`config.mk`:
```
export PLATFORM = sky130hd
export DESIGN_NAME = seg16_scan_decoder
export DESIGN_NICKNAME = d
export VERILOG_FILES = /design/src/rtl/seg16_pkg.sv /design/src/rtl/seg16_pattern_decode.sv /design/src/rtl/seg16_scan_decoder.sv
export SDC_FILE = /design/constraint.sdc
export NUM_CORES = 1
export LEC_CHECK = 0
export ABC_AREA = 1
export BUFFER_PORTS_ARGS = -buffer_cell sky130_fd_sc_hd__buf_4
export CAP_MARGIN = 0
export CORE_ASPECT_RATIO = 0.8
export CORE_UTILIZATION = 55
export DETAILED_ROUTE_END_ITERATION = 6
export HOLD_SLACK_MARGIN = 0.15
export PLACE_DENSITY_LB_ADDON = 0.12
export SYNTH_ARGS = -nofsm -noshare
export SYNTH_HDL_FRONTEND = slang
export SYNTH_SLANG_ARGS = --single-unit
```
`constraint.sdc`:
```
create_clock -name clk -period 4.2 [get_ports clk]
set_input_delay 0.21 -clock clk [delete_from_list [all_inputs] [get_ports clk]]
set_output_delay 0.21 -clock clk [all_outputs]
set_load 0.05 [all_outputs]
```
`src/rtl/seg16_pkg.sv`:
```
// Shared 16-segment encode table, sample type and character constants.
// Used by both the display driver and the scan decoder so both ends agree on one table.
package seg16_pkg;

  localparam logic [15:0] SEG16_BLANK        = 16'h0000;
  localparam logic [7:0]  SEG16_SPACE_CHAR   = 8'h20;
  localparam logic [7:0]  SEG16_UNKNOWN_CHAR = 8'h3F;

  // Bit order: a1 a2 b c d1 d2 e f g1 g2 h i j k l m (bit 0 = a1).
  // C/O and M/N deliberately share a glyph on this display.
  localparam logic [15:0] SEG16_A = 16'h03CF;
  localparam logic [15:0] SEG16_B = 16'h4A3F;
  localparam logic [15:0] SEG16_C = 16'h00F3;
  localparam logic [15:0] SEG16_D = 16'h483F;
  localparam logic [15:0] SEG16_E = 16'h01F3;
  localparam logic [15:0] SEG16_F = 16'h01C3;
  localparam logic [15:0] SEG16_G = 16'h02FB;
  localparam logic [15:0] SEG16_H = 16'h03CC;
  localparam logic [15:0] SEG16_I = 16'h4833;
  localparam logic [15:0] SEG16_J = 16'h007C;
  localparam logic [15:0] SEG16_K = 16'h31C0;
  localparam logic [15:0] SEG16_L = 16'h00F0;
  localparam logic [15:0] SEG16_M = 16'h14CC;
  localparam logic [15:0] SEG16_N = 16'h14CC;
  localparam logic [15:0] SEG16_O = 16'h00F3;
  localparam logic [15:0] SEG16_P = 16'h03C7;
  localparam logic [15:0] SEG16_Q = 16'h20FF;
  localparam logic [15:0] SEG16_R = 16'h23C7;
  localparam logic [15:0] SEG16_S = 16'h03BB;
  localparam logic [15:0] SEG16_T = 16'h4803;
  localparam logic [15:0] SEG16_U = 16'h00FC;
  localparam logic [15:0] SEG16_V = 16'h90C0;
  localparam logic [15:0] SEG16_W = 16'hA0CC;
  localparam logic [15:0] SEG16_X = 16'hB400;
  localparam logic [15:0] SEG16_Y = 16'h5400;
  localparam logic [15:0] SEG16_Z = 16'h9033;

  typedef struct packed {
    logic [2:0]  digit;
    logic [15:0] segments;
  } seg16_sample_t;

  // Characters without a glyph render blank.
  function automatic logic [15:0] seg16_encode(input logic [7:0] ch);
    case (ch)
      8'h41:   return SEG16_A;
      8'h42:   return SEG16_B;
      8'h43:   return SEG16_C;
      8'h44:   return SEG16_D;
      8'h45:   return SEG16_E;
      8'h46:   return SEG16_F;
      8'h47:   return SEG16_G;
      8'h48:   return SEG16_H;
      8'h49:   return SEG16_I;
      8'h4A:   return SEG16_J;
      8'h4B:   return SEG16_K;
      8'h4C:   return SEG16_L;
      8'h4D:   return SEG16_M;
      8'h4E:   return SEG16_N;
      8'h4F:   return SEG16_O;
      8'h50:   return SEG16_P;
      8'h51:   return SEG16_Q;
      8'h52:   return SEG16_R;
      8'h53:   return SEG16_S;
      8'h54:   return SEG16_T;
      8'h55:   return SEG16_U;
      8'h56:   return SEG16_V;
      8'h57:   return SEG16_W;
      8'h58:   return SEG16_X;
      8'h59:   return SEG16_Y;
      8'h5A:   return SEG16_Z;
      default: return SEG16_BLANK;
    endcase
  endfunction

endpackage

```
`src/rtl/seg16_pattern_decode.sv`:
```
// Combinational inverse of the 16-segment encode table; no state, no handshake.
// Blank maps to space, unmatched patterns map to '?' with unknown set.
module seg16_pattern_decode
  import seg16_pkg::*;
(
  input  logic [15:0] pattern,
  output logic [7:0]  ascii,
  output logic        unknown
);

  // Scanning Z down to A lets the lowest code win on shared glyphs.
  always_comb begin
    ascii   = SEG16_UNKNOWN_CHAR;
    unknown = 1'b1;
    if (pattern == SEG16_BLANK) begin
      ascii   = SEG16_SPACE_CHAR;
      unknown = 1'b0;
    end else begin
      for (int c = 8'h5A; c >= 8'h41; c--) begin
        if (seg16_encode(8'(c)) == pattern) begin
          ascii   = 8'(c);
          unknown = 1'b0;
        end
      end
    end
  end

endmodule

```
`src/rtl/seg16_scan_decoder.sv`:
```
// Recovers one ASCII character per settled digit dwell from the multiplexed display bus.
// Optional SEG16_DEC_FRAME_EN adds a 6-character frame buffer with a frame_done pulse.
module seg16_scan_decoder
  import seg16_pkg::*;
#(
  parameter int STABLE_CYCLES = 4,
  parameter int NUM_DIGITS    = 6
) (
  input  logic        clk,
  input  logic        rst,
  input  logic [15:0] segments,
  input  logic [2:0]  digit_sel,
  output logic [7:0]  char_out,
  output logic [2:0]  char_digit,
  output logic        char_valid,
  input  logic        char_ready,
  output logic        unknown,
  output logic        overflow
`ifdef SEG16_DEC_FRAME_EN
  ,
  output logic [47:0] frame_chars,
  output logic        frame_done
`endif
);

  localparam int             CW       = $clog2(STABLE_CYCLES + 1);
  localparam logic [CW-1:0]  CNT_MAX  = CW'(STABLE_CYCLES);
  localparam logic [CW-1:0]  CNT_LAST = CW'(STABLE_CYCLES - 1);

  typedef enum logic {EMPTY, FULL} out_state_t;

  seg16_sample_t sample;
  seg16_sample_t s_q;
  logic [CW-1:0] cnt;
  logic          same;
  logic          digit_ok;
  logic          emit;
  logic [7:0]    dec_char;
  logic          dec_unknown;

  out_state_t    state;
  out_state_t    state_d;
  logic          load;
  logic          drop;

  always_comb begin
    sample          = '0;
    sample.digit    = digit_sel;
    sample.segments = segments;
  end

  assign same     = (sample == s_q);
  assign digit_ok = (32'(s_q.digit) < NUM_DIGITS);
  // Fires once, on the edge the count reaches the threshold; saturation blocks repeats.
  assign emit     = same && (cnt == CNT_LAST) && digit_ok;

  always_ff @(posedge clk or posedge rst) begin
    if (rst) begin
      s_q <= '0;
      cnt <= '0;
    end else if (!same) begin
      s_q <= sample;
      cnt <= '0;
    end else if (cnt < CNT_MAX) begin
      cnt <= cnt + CW'(1);
    end
  end

  seg16_pattern_decode u_decode (
    .pattern (s_q.segments),
    .ascii   (dec_char),
    .unknown (dec_unknown)
  );

  always_ff @(posedge clk or posedge rst) begin
    if (rst) state <= EMPTY;
    else     state <= state_d;
  end

  always_comb begin
    state_d = state;
    load    = 1'b0;
    drop    = 1'b0;
    case (state)
      EMPTY: begin
        if (emit) begin
          load    = 1'b1;
          state_d = FULL;
        end
      end
      FULL: begin
        if (char_ready) begin
          if (emit) load    = 1'b1;
          else      state_d = EMPTY;
        end else if (emit) begin
          drop = 1'b1;
        end
      end
      default: state_d = EMPTY;
    endcase
  end

  assign char_valid = (state == FULL);

  always_ff @(posedge clk or posedge rst) begin
    if (rst) begin
      char_out   <= '0;
      char_digit <= '0;
      unknown    <= 1'b0;
      overflow   <= 1'b0;
    end else begin
      if (load) begin
        char_out   <= dec_char;
        char_digit <= s_q.digit;
        unknown    <= dec_unknown;
      end
      if (drop) overflow <= 1'b1;
    end
  end

`ifdef SEG16_DEC_FRAME_EN
  logic       frame_hit;
  logic [5:0] seen;
  logic [5:0] seen_nxt;

  // Frame capture ignores the stream handshake: every emit lands here.
  assign frame_hit = emit && (s_q.digit < 3'd6);
  assign seen_nxt  = frame_hit ? (seen | (6'b1 << s_q.digit)) : seen;

  always_ff @(posedge clk or posedge rst) begin
    if (rst) begin
      frame_chars <= {6{SEG16_SPACE_CHAR}};
      seen        <= '0;
      frame_done  <= 1'b0;
    end else begin
      frame_done <= 1'b0;
      if (frame_hit) begin
        frame_chars[{s_q.digit, 3'b000} +: 8] <= dec_char;
        if (seen_nxt == 6'h3F) begin
          frame_done <= 1'b1;
          seen       <= '0;
        end else begin
          seen <= seen_nxt;
        end
      end
    end
  end
`endif

endmodule
```
==> run_results.csv, run 1 <==
group,metric,value,unit
pwr,p_comb_share,12.6,%
worst_hold_path,hold_class,"input port to register",
critical_path,r2r_start,"s_q[12]",
cts,cts-resized-gates,0,
floorplanning,dieWidth,73.8,um
pwr,p_leak,0.00139,uW
pwr,power.total,695,uW
timing,finalMaxSlewViolations,0,
floorplanning,rows,20,
cts,cts.sinks,35,
critical_path,worstSetupPathType,"input port to register",
critical_path,crit_path_start,"segments[4]",
pwr,swShare,25.5,%
pwr,power.share.clock,35.4,%
critical_path,reg2regPathDepth,10,
logic_synthesis,synth.distinct_cells,35,
place,dp_hpwl,3780,um
grt,track_usage,25.7,%
timing,fin_hold_ws,297,ps
place,dpl-instance-area,2500,um2
cts,cts_buffers,5,
pwr,p_per_area,249,nW/um2
layout,most-common-layout-cells,"nand2_1, nor2_1, dfrtp_1, buf_4, inv_1",
timing,finalHoldViolCount,0,
pwr,p_int,518,uW
logic_synthesis,ys_warn_count,0,
logic_synthesis,synth-seq-cells,35,
critical_path,r2r_slack,2310,ps
logic_synthesis,syn_area,2270,um2
logic_synthesis,synth_largest_area_cell,"dfrtp_1",
timing,fin_crit_sh,47.3,%
logic_synthesis,yosys-top-cells-area,"dfrtp_1, nand2_1, nor2_1, xor2_1, inv_1",
layout,area_growth,23.0,%
cts,cts_tree,"done",
logic_synthesis,synth_nets,326,
critical_path,endpoint,"char_out[4]",
place,gp_congestion,1.00,
flow_run,cap_violations,0,
cts,path_clk_slew,70,ps
logic_synthesis,synth-edff-count,0,
routing,routed_wl,4920,um
routing,vias,2004,
pwr,power_switching,178,uW
logic_synthesis,synth_flop_cell,"dfrtp_1",
grt,antenna_found_initial,0,
cts,htreeDepth,2,
layout,final_cells,397,
critical_path,path_max_fanout,14,
layout,final_nets,366,
grt,grt_overflow,0,
grt,grt_pass1_wl,8260,um
timing,fin_tns_setup,0,ps
place,dp_cells,370,
routing,drc,0,
grt,grt_pass1_vias,1815,
critical_path,crit_required,4420,ps
floorplanning,die_y,59.4,um
floorplanning,core,3880,um2
floorplanning,dieArea,4380,um2
critical_path,critPathArrivalTime,2200,ps
timing,skew,5.24,ps
logic_synthesis,syn_inst,302,
logic_synthesis,async_flop_share,100,%
cts,clock-root-buffer,"clkbuf_8",
cts,clkLatencyLatePin,290,ps
timing,grt_setup_unrepaired,"no",
floorplanning,start_util,58.5,%
layout,final_common_cell,"nand2_1",
cts,cts_buffer_depth,2,
layout,layout-drive-gt1-share,22.5,%
timing,fmax,0.504,GHz
critical_path,start_kind,"input port",
pwr,peakVddDrop,0.316,mV
timing,layout_min_cycle_time,1980,ps
place,portBuffers,34,
critical_path,r2r_end,"char_out[4]",
layout,design_area,2790,um2
logic_synthesis,yosysSeqAreaShare,38.6,%
logic_synthesis,avgSynthCellArea,7.51,um2
cts,post-cts-setup-buffer-count,0,
floorplanning,io_pins,36,
grt,grt_max_degree,36,
layout,fillCellCount,327,
timing,setup_viol,0,
routing,ant_nets,0,
logic_synthesis,synth_top_area_share,38.6,%
run_status,status,"finished clean",
routing,firstDrtPassIters,4,
routing,wl_per_cell,12.4,um
layout,diodes,0,
critical_path,crit_path_end_kind,"register",
routing,vias_per_cell,5.05,
routing,dr.first_iter.drc_count,154,
pwr,pwr-share-seq,52.0,%
[worst max-delay path: stages]
cell           delay [ps]
dlygate4sd3_1         540
buf_4                 140
xor2_1                140
nor2_1                170
nand2_1                70
nor2_1                150
nand3_2               150
inv_2                 100
nand3_4               150
nor2_4                160
nand3b_2               90
o21ai_1               120
[registers in the layout, summed over array words and instances (netlist names)]
| name | flops |
|---|---|
| char_digit | 3 |
| char_out | 7 |
| char_valid | 1 |
| cnt | 3 |
| overflow | 1 |
| s_q | 19 |
| unknown | 1 |
[power by group through the flow]
stage | combinational (uW) | sequential, uW | clock [uW]
after CTS | 87.3 | 361 | 251
after floorplan | 52.2 | 364 | 0
final | 87.5 | 361 | 246
after global routing | 97.9 | 363 | 261
after global placement | 71.4 | 367 | 0
after detailed placement | 72.4 | 367 | 0
[worst min path at each step]
| stage | to | slack, ps | start | depth (start not counted) |
|---|---|---|---|---|
| after floorplan | s_q[0] | 310 | segments[0] | 1 |
| after global placement | s_q[2] | 330 | segments[2] | 1 |
| after detailed placement | s_q[15] | 340 | segments[15] | 1 |
| after CTS | char_valid | 290 | char_ready | 4 |
| after global routing | char_valid | 330 | char_ready | 4 |
| final | char_valid | 300 | char_ready | 4 |
[cells in the mapped netlist, types with 3 or more instances]
library cell,number
xnor2_1,5
dfrtp_1,35
inv_1,29
xor2_1,15
nor2_2,3
inv_2,9
nand2_1,59
nor2_4,5
clkbuf_1,19
nand2_2,6
nor2_1,48
o21ai_1,4
nor3_2,3
nand4_1,9
nor3_1,7
nand3_1,19
[per-stage QoR]
stage	worst slack [ps]	utilization (%)
2_1_floorplan	2660	-
3_3_place_gp	2310	64.5
3_5_place_dp	2290	64.5
4_1_cts	2200	71.9
5_1_grt	2080	71.9
6_report	2220	71.9
[metal layers]
layer	wire, um	track usage (%)
met1	2430	36.9
met2	2050	38.3
met3	381	6.63
met4	55	7.14
met5	0	0
[layout make-up]
cell class / instances / area [um2] / area share (%)
inverter: 38 / 143 / 5.11
clock inverter: 1 / 5.00 / 0.179
timing repair buffer: 55 / 463 / 16.6
multi-input combinational: 207 / 1150 / 41.3
clock buffer: 6 / 82.6 / 2.96
tap: 55 / 68.8 / 2.47
sequential: 35 / 876 / 31.4
[kinds of logic after synthesis]
group           Yosys count  synth area share [%]
fa+ha+maj                 2                  1.10
simple gates            170                  37.3
xor+xnor                 20                  7.73
other cells               1                 0.165
buf+inv                  60                  10.6
flops                    35                  38.6
compound gates           14                  4.53
[what timing repair did]
| item | CTS | global route |
|---|---|---|
| hold buffers | 20 | 0 |
| setup endpoints to repair | 0 | 0 |
| endpoints found under the hold margin | 54 | 0 |
Power figures use the tool's default switching activity.
==> run 2, diff against run 1 <==
--- a/config.mk
+++ b/config.mk
@@ -9,7 +9,7 @@
 export BUFFER_PORTS_ARGS = -buffer_cell sky130_fd_sc_hd__buf_4
 export CAP_MARGIN = 0
 export CORE_ASPECT_RATIO = 0.8
-export CORE_UTILIZATION = 55
+export CORE_UTILIZATION = 51
 export DETAILED_ROUTE_END_ITERATION = 6
 export HOLD_SLACK_MARGIN = 0.15
 export PLACE_DENSITY_LB_ADDON = 0.12
==> constraint.sdc (replaced) <==
create_clock -name clk -period 1.6 [get_ports clk]
set_input_delay 0.08 -clock clk [delete_from_list [all_inputs] [get_ports clk]]
set_output_delay 0.08 -clock clk [all_outputs]
set_load 0.05 [all_outputs]
==> run_results.csv, run 2 (synthesized netlist as in run 1, its figures left out) <==
group,metric,value,unit
cts,clock-root-buffer,"clkbuf_8",
layout,diodes,0,
timing,layout_min_cycle_time,1790,ps
timing,fmax,0.558,GHz
layout,area_growth,46.4,%
routing,vias,2247,
grt,track_usage,27.5,%
place,gp_congestion,1.00,
cts,cts_tree,"done",
timing,setup_ws,-192,ps
routing,vias_per_cell,5.08,
critical_path,crit_path_start,"s_q[6]",
floorplanning,rows,21,
layout,final_common_cell,"buf_4",
critical_path,path_max_fanout,4,
layout,multi_input_comb_area,1310,um2
layout,final_nets,408,
place,portBuffers,34,
run_status,violations,"setup timing",
worst_hold_path,min_from,"char_ready",
cts,cts.sinks,35,
grt,grt_pass1_vias,2026,
layout,largest_reg_flops,19,
layout,fillCellCount,295,
layout,largest_register,"s_q",
timing,fin_crit_sh,112,%
critical_path,worstSetupPathType,"register to register",
cts,path_clk_slew,70,ps
place,dp_slack,-180,ps
routing,firstDrtPassIters,5,
cts,cts_buffer_depth,2,
timing,grt_setup_unrepaired,"yes",
routing,routed_wl,6300,um
timing,skew,3.87,ps
floorplanning,dieArea,4720,um2
pwr,power_switching,522,uW
routing,wl_per_cell,14.2,um
floorplanning,core,4230,um2
layout,layout-drive-gt1-share,41.8,%
floorplanning,die_y,61.6,um
pwr,p_leak,0.00165,uW
critical_path,r2r_start,"s_q[6]",
grt,grt_max_degree,36,
critical_path,start_kind,"register",
worst_hold_path,hold_class,"input port to register",
layout,most-common-layout-cells,"buf_4, nand2_1, nor2_1, dfrtp_1, inv_1",
pwr,p_int,1560,uW
floorplanning,start_util,53.6,%
timing,finalHoldViolCount,0,
critical_path,crit_path_end_kind,"register",
timing,finalMaxSlewViolations,0,
pwr,power.total,2090,uW
critical_path,critPathArrivalTime,1990,ps
floorplanning,io_pins,36,
critical_path,crit_required,1800,ps
routing,drc,0,
pwr,p_comb_share,14.4,%
pwr,swShare,25.0,%
cts,cts_buffers,5,
floorplanning,dieWidth,76.5,um
run_status,status,"complete, but fails checks",
pwr,peakVddDrop,0.413,mV
grt,antenna_found_initial,0,
cts,clkLatencyLatePin,300,ps
pwr,pwr-share-seq,45.2,%
pwr,power.share.clock,40.4,%
layout,reg.largest.list,"s_q (19), char_out (7)",
cts,htreeDepth,2,
routing,ant_nets,0,
pwr,p_per_area,628,nW/um2
grt,grt_pass1_wl,9620,um
layout,seqCellArea,882,um2
flow_run,cap_violations,0,
timing,setup_viol,15,
grt,grt_overflow,0,
routing,dr.first_iter.drc_count,177,
place,dp_hpwl,4280,um
[run 2: cell types whose count changed in the layout (fill, tap and decap cells not counted), moves of 7 or more]
cell and delta:
buf_4 +37, nor2_1 -7, nand2_1 -14, nand2_2 +14
[run 2: critical path: stages, from the launching register on]
cell and delay, ps:
dfrtp_1 420, buf_4 170, nand2_2 100, nor2_4 70, inv_2 100, nor2_2 50
inv_1 70, o21ai_2 70, buf_4 150, nor3_2 210, nand3_2 130, nor2_1 110
nor2_1 40
[run 2: what timing repair did]
| action | 4_1_cts | 5_1_grt |
|---|---|---|
| hold buffers | 20 | 0 |
| setup buffers | 2 | 4 |
| endpoints found under the setup margin | 13 | 12 |
| endpoints found under the hold margin | 54 | 0 |
| pin swaps | 9 | 15 |
| gates resized for setup | 17 | 37 |
[run 2: path summary, 6_finish.rpt]
kind | to | slack, ps | cells past startpoint
max | char_out[6] | -190 | 12
min | char_valid | 180 | 4
max reg2reg | char_out[6] | -190 | 12
min reg2reg | overflow | 480 | 1
max in group asynchronous | s_q[13] | 810 | 4
min in group asynchronous | cnt[0] | 460 | 4
[run 2: cell type report]
type                    count  share of cell area, %
well taps                  57                   2.15
clock inverters             2                   1.06
flip-flops and latches     35                   26.6
inverters                  38                   4.30
repair buffers             97                   24.0
clock buffers               6                   2.49
multi-input cells         207                   39.4
[run 2: routing by layer]
layer  GRT usage (%)  vias up  wire, um
met3            8.44       13       430
met2            44.9       77      2960
met5               0        -         0
met1            36.0     1051      2800
li1                -     1106         -
met4            7.69        0       108
[run 2: per-stage QoR]
step	instance area [um2]	TNS [ps]	cells	hold WS, ps	utilization (%)
5_1_grt	3320	-3180	442	178	78.5
4_1_cts	3170	-1040	438	177	74.9
2_1_floorplan	2270	0	302	178	-
3_5_place_dp	2770	-1630	408	206	65.6
6_report	3320	-1810	442	176	78.5
3_3_place_gp	2770	-1700	408	205	65.6
[run 2: power groups by stage]
| stage | clock [uW] | sequential [uW] | combinational (uW) |
|---|---|---|---|
| finish | 843 | 942 | 300 |
| floorplan | 0 | 955 | 137 |
| CTS | 857 | 940 | 287 |
| detailed placement | 0 | 956 | 243 |
| global route | 884 | 944 | 330 |
| global placement | 0 | 954 | 239 |
